===== config.mk =====
export PLATFORM = sky130hd
export DESIGN_NAME = logo_mover
export DESIGN_NICKNAME = d
export VERILOG_FILES = /design/src/rtl/sberday_pkg.sv /design/src/rtl/logo_axis_step.sv /design/src/rtl/logo_mover.sv
export SDC_FILE = /design/constraint.sdc
export NUM_CORES = 1
export LEC_CHECK = 0
export BUFFER_PORTS_ARGS = -buffer_cell sky130_fd_sc_hd__buf_2
export CAP_MARGIN = 20
export CORE_ASPECT_RATIO = 0.7
export CORE_MARGIN = 2
export CORE_UTILIZATION = 57
export DETAILED_ROUTE_END_ITERATION = 8
export PLACE_DENSITY = 0.8
export SLEW_MARGIN = 15
export SYNTH_ARGS = -nofsm -noshare
export SYNTH_HDL_FRONTEND = slang
export SYNTH_SLANG_ARGS = --single-unit

===== constraint.sdc =====
create_clock -name clk -period 4.7 [get_ports clk]
set_clock_uncertainty 0.15 [all_clocks]
set_input_delay 0.235 -clock clk [delete_from_list [all_inputs] [get_ports clk]]
set_output_delay 0.235 -clock clk [all_outputs]
set_load 0.005 [all_outputs]

===== src/rtl/sberday_pkg.sv =====
// Shared defaults and FSM encoding for the logo mover.
package sberday_pkg;
   localparam int H_RES_DEF      = 640;
   localparam int V_RES_DEF      = 480;
   localparam int LOGO_SIZE_DEF  = 128;
   localparam int DEADZONE_DEF   = 256;
   localparam int STEP_SHIFT_DEF = 8;
   localparam int ADC_CENTRE     = 2048;

   typedef enum logic [1:0] {
      IDLE,
      SAMPLE,
      CALC,
      UPDATE
   } state_t;
endpackage


===== src/rtl/logo_axis_step.sv =====
// One axis: joystick deadzone, shift to pixels, then clamp (or wrap when
// LOGO_MOVER_WRAP_EN is defined) into 0..MAX.
module logo_axis_step
   import sberday_pkg::*;
#(
   parameter int W          = 10,
   parameter int MAX        = 512,
   parameter int DEADZONE   = DEADZONE_DEF,
   parameter int STEP_SHIFT = STEP_SHIFT_DEF,
   parameter bit INVERT     = 1'b0
) (
   input  logic [11:0]  sample,
   input  logic         move_en,
   input  logic [W-1:0] pos,
   output logic [W-1:0] pos_nx
);
   localparam logic signed [12:0] CTR   = 13'(ADC_CENTRE);
   localparam logic signed [12:0] DZ    = 13'(DEADZONE);
   localparam logic signed [11:0] MAX_S = 12'(MAX);
   localparam logic signed [11:0] SPAN  = 12'(MAX + 1);

   logic signed [12:0] d;
   logic signed [12:0] mag;
   logic signed [11:0] step;
   logic signed [11:0] base;
   logic signed [11:0] sum;

   always_comb begin
      d    = signed'({1'b0, sample}) - CTR;
      mag  = d[12] ? -d : d;
      step = '0;
      if (move_en && (mag > DZ)) begin
         step = 12'(d >>> STEP_SHIFT);
      end
      if (INVERT) begin
         step = -step;
      end
      base = signed'({{(12-W){1'b0}}, pos});
      sum  = base + step;
`ifdef LOGO_MOVER_WRAP_EN
      if (sum < 0) begin
         pos_nx = W'(sum + SPAN);
      end else if (sum > MAX_S) begin
         pos_nx = W'(sum - SPAN);
      end else begin
         pos_nx = W'(sum);
      end
`else
      if (sum < 0) begin
         pos_nx = '0;
      end else if (sum > MAX_S) begin
         pos_nx = W'(MAX);
      end else begin
         pos_nx = W'(sum);
      end
`endif
   end
endmodule


===== src/rtl/logo_mover.sv =====
// Moves a square logo once per frame from joystick samples.
// Define LOGO_MOVER_WRAP_EN for toroidal motion instead of clamping.
module logo_mover
   import sberday_pkg::*;
#(
   parameter int H_RES      = H_RES_DEF,
   parameter int V_RES      = V_RES_DEF,
   parameter int LOGO_SIZE  = LOGO_SIZE_DEF,
   parameter int DEADZONE   = DEADZONE_DEF,
   parameter int STEP_SHIFT = STEP_SHIFT_DEF
) (
   input  logic        clk,
   input  logic        arst,
   input  logic        v_sync,
   input  logic [11:0] joystick_data_x,
   input  logic [11:0] joystick_data_y,
   input  logic        move_en,
   input  logic        recenter,
   output logic [9:0]  pos_col,
   output logic [8:0]  pos_row,
   output logic        upd_o
);
   localparam int COL_MAX = H_RES - LOGO_SIZE;
   localparam int ROW_MAX = V_RES - LOGO_SIZE;
   localparam logic [9:0] COL_CTR = 10'(COL_MAX / 2);
   localparam logic [8:0] ROW_CTR = 9'(ROW_MAX / 2);

   state_t      state;
   state_t      state_nx;
   logic        vs_q;
   logic        tick;
   logic        pend;
   logic [11:0] smp_x;
   logic [11:0] smp_y;
   logic [9:0]  col_nx;
   logic [8:0]  row_nx;

   assign tick = vs_q & ~v_sync;

   logo_axis_step #(
      .W(10), .MAX(COL_MAX), .DEADZONE(DEADZONE),
      .STEP_SHIFT(STEP_SHIFT), .INVERT(1'b0)
   ) u_col (
      .sample(smp_x), .move_en(move_en),
      .pos(pos_col), .pos_nx(col_nx)
   );

   logo_axis_step #(
      .W(9), .MAX(ROW_MAX), .DEADZONE(DEADZONE),
      .STEP_SHIFT(STEP_SHIFT), .INVERT(1'b1)
   ) u_row (
      .sample(smp_y), .move_en(move_en),
      .pos(pos_row), .pos_nx(row_nx)
   );

   always_comb begin
      state_nx = state;
      unique case (state)
         IDLE:    if (tick) state_nx = SAMPLE;
         SAMPLE:  state_nx = CALC;
         CALC:    state_nx = UPDATE;
         UPDATE:  state_nx = IDLE;
         default: state_nx = IDLE;
      endcase
   end

   // Positions are written on the edge into UPDATE so they are visible
   // together with upd_o for the whole UPDATE cycle.
   always_ff @(posedge clk or posedge arst) begin
      if (arst) begin
         state   <= IDLE;
         vs_q    <= 1'b1;
         pend    <= 1'b0;
         upd_o   <= 1'b0;
         pos_col <= COL_CTR;
         pos_row <= ROW_CTR;
         smp_x   <= 12'(ADC_CENTRE);
         smp_y   <= 12'(ADC_CENTRE);
      end else begin
         state <= state_nx;
         vs_q  <= v_sync;
         upd_o <= (state == CALC);
         if (state == SAMPLE) begin
            smp_x <= joystick_data_x;
            smp_y <= joystick_data_y;
         end
         if (state == CALC) begin
            pos_col <= pend ? COL_CTR : col_nx;
            pos_row <= pend ? ROW_CTR : row_nx;
         end
         if (recenter) begin
            pend <= 1'b1;
         end else if (state == CALC) begin
            pend <= 1'b0;
         end
      end
   end
endmodule


==> run_summary.xml <==
<?xml version="1.0" encoding="UTF-8"?>
<metrics>
  <group name="floorplan">
    <metric name="num_io_pins" unit="">49</metric>
    <metric name="core_area" unit="um2">5370</metric>
    <metric name="fp.dieH" unit="um">67.1</metric>
    <metric name="start_util" unit="%">60.3</metric>
    <metric name="floorplan.rows" unit="">22</metric>
    <metric name="die_footprint" unit="um2">6310</metric>
    <metric name="die-width" unit="um">94.1</metric>
  </group>
  <group name="clocking">
    <metric name="numCtsBuffers" unit="">5</metric>
    <metric name="cts.root.buffer_cell" unit="">sky130_fd_sc_hd__clkbuf_8</metric>
    <metric name="cts_tree" unit="">done</metric>
    <metric name="ctsHtreeMaxLevel" unit="">2</metric>
    <metric name="cts_sinks" unit="">48</metric>
    <metric name="path_clk_slew" unit="ns">0.10</metric>
    <metric name="insertion_delay" unit="ns">0.31</metric>
    <metric name="clock_tree.buffer_depth" unit="">2</metric>
  </group>
  <group name="synth">
    <metric name="yosys_warnings" unit="">0</metric>
    <metric name="synth_top_cells_by_area" unit="">sky130_fd_sc_hd__dfrtp_1 (32%), sky130_fd_sc_hd__ha_1 (10%), sky130_fd_sc_hd__mux2_2 (7.6%)</metric>
    <metric name="synthesis.area_per_instance" unit="um2">9.88</metric>
    <metric name="number_of_distinct_standard_cells_referenced_by_the_synthesized_netlist" unit="">63</metric>
    <metric name="synth_enable_flop_cells" unit="">0</metric>
    <metric name="ys.flop_type" unit="">sky130_fd_sc_hd__dfrtp_1</metric>
    <metric name="asyncSetResetFlopFracSynth" unit="%">100</metric>
    <metric name="synth_area_leader_cell" unit="">sky130_fd_sc_hd__dfrtp_1</metric>
    <metric name="synth_nets" unit="">385</metric>
    <metric name="synth.yosys.seq_area_share" unit="%">37.4</metric>
    <metric name="synth_top_area_share" unit="%">31.7</metric>
    <metric name="yosys_register_bits" unit="">48</metric>
    <metric name="cell_area_after_synthesis" unit="um2">3240</metric>
    <metric name="syn-instance-count" unit="">328</metric>
  </group>
  <group name="route">
    <metric name="avgRoutedWirePerCell" unit="um">15.2</metric>
    <metric name="route.vias.total" unit="">2698</metric>
    <metric name="firstDrtPassIters" unit="">5</metric>
    <metric name="drt_antenna_net_count" unit="">0</metric>
    <metric name="initialDrtViolationCount" unit="">147</metric>
    <metric name="drt_wl_total" unit="um">6960</metric>
    <metric name="routed_via_density" unit="">5.88</metric>
    <metric name="drc_errors" unit="">0</metric>
  </group>
  <group name="sta">
    <metric name="fin_tns_setup" unit="ns">0</metric>
    <metric name="max_slew_margin" unit="%">57.8</metric>
    <metric name="unrepaired_setup_endpoints_after_global_routing" unit="">false</metric>
    <metric name="timing_worst_slew_pin_value" unit="ns">0.631</metric>
    <metric name="fin_crit" unit="ns">4.39</metric>
    <metric name="report.final.setup_viol" unit="">0</metric>
    <metric name="layout_worst_path_cycle_share" unit="%">93.4</metric>
    <metric name="final_hold_fails" unit="">0</metric>
    <metric name="clock.fmax" unit="MHz">228</metric>
    <metric name="worst_hold_slack" unit="ns">0.00285</metric>
    <metric name="timing_max_transition_violations_final" unit="">0</metric>
  </group>
  <group name="place">
    <metric name="placement.io_buffers" unit="">48</metric>
    <metric name="dpl.hpwl" unit="um">5170</metric>
    <metric name="finalWeightedCongestion" unit="">0.906</metric>
  </group>
  <group name="power_and_ir_drop">
    <metric name="p_seq_share" unit="%">29.3</metric>
    <metric name="power" unit="mW">2.57</metric>
    <metric name="netSwitchingPower" unit="mW">1.16</metric>
    <metric name="power-per-cell-area" unit="nW/um2">687</metric>
    <metric name="sw_ratio" unit="%">45.1</metric>
    <metric name="comb_power_share" unit="%">61.0</metric>
    <metric name="power.leakage" unit="nW">1.70</metric>
    <metric name="irDropWorstVdd" unit="mV">0.382</metric>
    <metric name="power.share.clock" unit="%">9.7</metric>
    <metric name="p_int" unit="mW">1.41</metric>
  </group>
  <group name="final_layout">
    <metric name="antenna-diode-count" unit="">0</metric>
    <metric name="fin_nets" unit="">443</metric>
    <metric name="syn2layout_area_growth" unit="%">15.4</metric>
    <metric name="layout-drive-gt1-share" unit="%">27.9</metric>
  </group>
  <group name="global_route">
    <metric name="grt.overflow.total" unit="">0</metric>
    <metric name="first_pass_grt_wire_length" unit="um">11300</metric>
    <metric name="grt_start_max_net_pins" unit="">49</metric>
    <metric name="number_of_global_route_vias_before_repair" unit="">2412</metric>
    <metric name="antenna_violations_before_repair" unit="">0</metric>
    <metric name="track_usage" unit="%">23.0</metric>
  </group>
  <group name="critical_path">
    <metric name="worstPathArrival" unit="ns">4.48</metric>
    <metric name="critical_path.max_stage_delay" unit="ns">0.41</metric>
    <metric name="worst_setup_path_startpoint" unit="">smp_x[4]$_DFFE_PP0N_</metric>
    <metric name="critPathCaptureType" unit="">flip-flop</metric>
    <metric name="path_class" unit="">flip-flop to flip-flop</metric>
    <metric name="slowest_stage" unit="">sky130_fd_sc_hd__dfrtp_1</metric>
    <metric name="cells_along_the_critical_path" unit="">nor4_2 &gt; nand3_1 &gt; mux2_2 &gt; and3_4 &gt; o21ai_0 &gt; and3_1 &gt; ha_1 &gt; inv_1 &gt; fa_1 &gt; nor2b_1 &gt; o31a_1 &gt; a2bb2oi_1 &gt; a31oi_1 &gt; or2_2 &gt; mux2i_2 &gt; nand3_2 &gt; o2bb2ai_1</metric>
    <metric name="worstReg2RegStart" unit="">smp_x[4]$_DFFE_PP0N_</metric>
    <metric name="worstPathRequired" unit="ns">4.79</metric>
    <metric name="worst_setup_path_start_kind" unit="">flip-flop</metric>
    <metric name="crit_path_max_fanout" unit="">5</metric>
  </group>
  <group name="worst_hold_path">
    <metric name="min_path_type" unit="">input port to flip-flop</metric>
    <metric name="timing.hold.worst.start" unit="">joystick_data_x[1]</metric>
  </group>
  <group name="run">
    <metric name="drv.max_cap_violation_count" unit="">0</metric>
  </group>
  <group name="outcome">
    <metric name="outcome" unit="">completed</metric>
  </group>
</metrics>
[state kept, by name, indices dropped and copies added, names as in the netlist]
| name | flops |
|---|---|
| state | 2 |
| vs_q | 1 |
| pos_col | 10 |
| upd_o | 1 |
| smp_y | 12 |
| pend | 1 |
| pos_row | 9 |
| smp_x | 12 |
[repair_timing]
| action | CTS | global route |
|---|---|---|
| buffers inserted | 0 | 0 |
| hold buffers | 4 | 3 |
| endpoints found under the hold margin | 4 | 12 |
| resized for setup | 0 | 0 |
[Yosys cell counts, types with 3 or more instances]
cell type,n
sky130_fd_sc_hd__nand4_1,4
sky130_fd_sc_hd__inv_1,30
sky130_fd_sc_hd__o21ai_0,19
sky130_fd_sc_hd__a31oi_1,4
sky130_fd_sc_hd__dfrtp_1,41
sky130_fd_sc_hd__xnor2_1,7
sky130_fd_sc_hd__and3_1,3
sky130_fd_sc_hd__nor3_1,11
sky130_fd_sc_hd__o21a_1,7
sky130_fd_sc_hd__clkbuf_1,5
sky130_fd_sc_hd__a21o_1,3
sky130_fd_sc_hd__dfstp_2,7
sky130_fd_sc_hd__nand2_1,15
sky130_fd_sc_hd__o2bb2ai_1,8
sky130_fd_sc_hd__mux2_2,22
sky130_fd_sc_hd__a211oi_1,4
sky130_fd_sc_hd__ha_1,26
sky130_fd_sc_hd__nor2_1,18
sky130_fd_sc_hd__nand2b_1,3
sky130_fd_sc_hd__a21oi_1,15
sky130_fd_sc_hd__xor2_1,7
sky130_fd_sc_hd__o22ai_1,3
sky130_fd_sc_hd__nor2b_1,4
sky130_fd_sc_hd__nand3_1,13
[metal layers]
layer | global-route usage [%] | wire [um] | share of wire [%]
met1 | 34.2 | 3440 | 49
met3 | 4.64 | 416 | 6.0
met4 | 3.80 | 70 | 1.0
met5 | 0 | 0 | 0
met2 | 35.2 | 3040 | 44
[critical path: cells and delay by family, from the launching register on]
kind	cells	cell delay [ns]
buffers and inverters	1	0.05
AND/OR/NAND/NOR	7	1.53
flip-flops	1	0.41
adder cells (fa/ha/maj)	2	0.55
multiplexers	2	0.59
AO/OA/AOI/OAI	5	1.04
[area by class of cell]
cell class	count	area [um2]
repair buffers	58	353
inverters	30	113
well taps	72	90.1
fillers	407	1630
clock buffers	5	68.8
multi-input cells	243	1890
flip-flops and latches	48	1210
clock inverters	3	18.8
[power groups by stage]
stage	clock network [mW]	logic (mW)	registers, mW
CTS	0.254	1.53	0.747
global route	0.275	1.73	0.772
detailed placement	0	1.52	0.753
global placement	0	1.49	0.746
floorplan	0	1.23	0.717
finish	0.250	1.57	0.751
[layout by cell type (no fill, tap or decap), types with 3 or more instances in the layout]
| cell | netlist | layout |
|---|---|---|
| sky130_fd_sc_hd__a211oi_1 | 4 | 4 |
| sky130_fd_sc_hd__a21o_1 | 3 | 3 |
| sky130_fd_sc_hd__a21oi_1 | 15 | 15 |
| sky130_fd_sc_hd__a31oi_1 | 4 | 4 |
| sky130_fd_sc_hd__and3_1 | 3 | 3 |
| sky130_fd_sc_hd__buf_2 | 0 | 48 |
| sky130_fd_sc_hd__clkbuf_8 | 0 | 5 |
| sky130_fd_sc_hd__dfrtp_1 | 41 | 41 |
| sky130_fd_sc_hd__dfstp_2 | 7 | 7 |
| sky130_fd_sc_hd__dlygate4sd3_1 | 0 | 7 |
| sky130_fd_sc_hd__ha_1 | 26 | 26 |
| sky130_fd_sc_hd__inv_1 | 30 | 29 |
| sky130_fd_sc_hd__mux2_2 | 22 | 22 |
| sky130_fd_sc_hd__nand2_1 | 15 | 15 |
| sky130_fd_sc_hd__nand2b_1 | 3 | 3 |
| sky130_fd_sc_hd__nand3_1 | 13 | 13 |
| sky130_fd_sc_hd__nand4_1 | 4 | 4 |
| sky130_fd_sc_hd__nor2_1 | 18 | 18 |
| sky130_fd_sc_hd__nor2b_1 | 4 | 4 |
| sky130_fd_sc_hd__nor3_1 | 11 | 11 |
| sky130_fd_sc_hd__o21a_1 | 7 | 7 |
| sky130_fd_sc_hd__o21ai_0 | 19 | 19 |
| sky130_fd_sc_hd__o22ai_1 | 3 | 3 |
| sky130_fd_sc_hd__o2bb2ai_1 | 8 | 8 |
| sky130_fd_sc_hd__xnor2_1 | 7 | 7 |
| sky130_fd_sc_hd__xor2_1 | 7 | 7 |
[stage by stage]
| step | instance area [um2] | worst slack [ns] | cells | util (%) |
|---|---|---|---|---|
| after detailed placement | 3550 | 0.365 | 442 | 66.1 |
| after CTS | 3670 | 0.350 | 454 | 68.4 |
| after global routing | 3740 | 0.0238 | 459 | 69.7 |
| after floorplan | 3240 | 0.768 | 328 | - |
| final | 3740 | 0.312 | 459 | 69.7 |
| after global placement | 3550 | 0.579 | 442 | 66.1 |
[worst paths after layout]
| path | slack (ns) | depth (start not counted) | end |
|---|---|---|---|
| setup / recovery | 0.31 | 17 | pos_col[5]$_DFFE_PP0P_ |
| hold / removal | 0.003 | 3 | smp_x[1]$_DFFE_PP0N_ |
| setup reg to reg | 0.31 | 17 | pos_col[5]$_DFFE_PP0P_ |
| hold reg to reg | 0.35 | 2 | pos_row[7]$_DFFE_PP1P_ |
| max in group asynchronous | 3.60 | 4 | vs_q$_DFF_PP1_ |
| min in group asynchronous | 0.24 | 3 | pos_col[9]$_DFFE_PP0P_ |
[kinds of logic after synthesis]
group / count (synthesis) / share of synthesized area, %
multiplexers: 23 / 8.07
adder cells (fa/ha/maj): 28 / 11.3
buffers and inverters: 37 / 4.44
flip-flops: 48 / 37.4
AO/OA/AOI/OAI: 88 / 19.7
XOR/XNOR: 14 / 3.79
AND/OR/NAND/NOR: 90 / 15.3
Note: power is estimated with default switching activity, not from simulation.
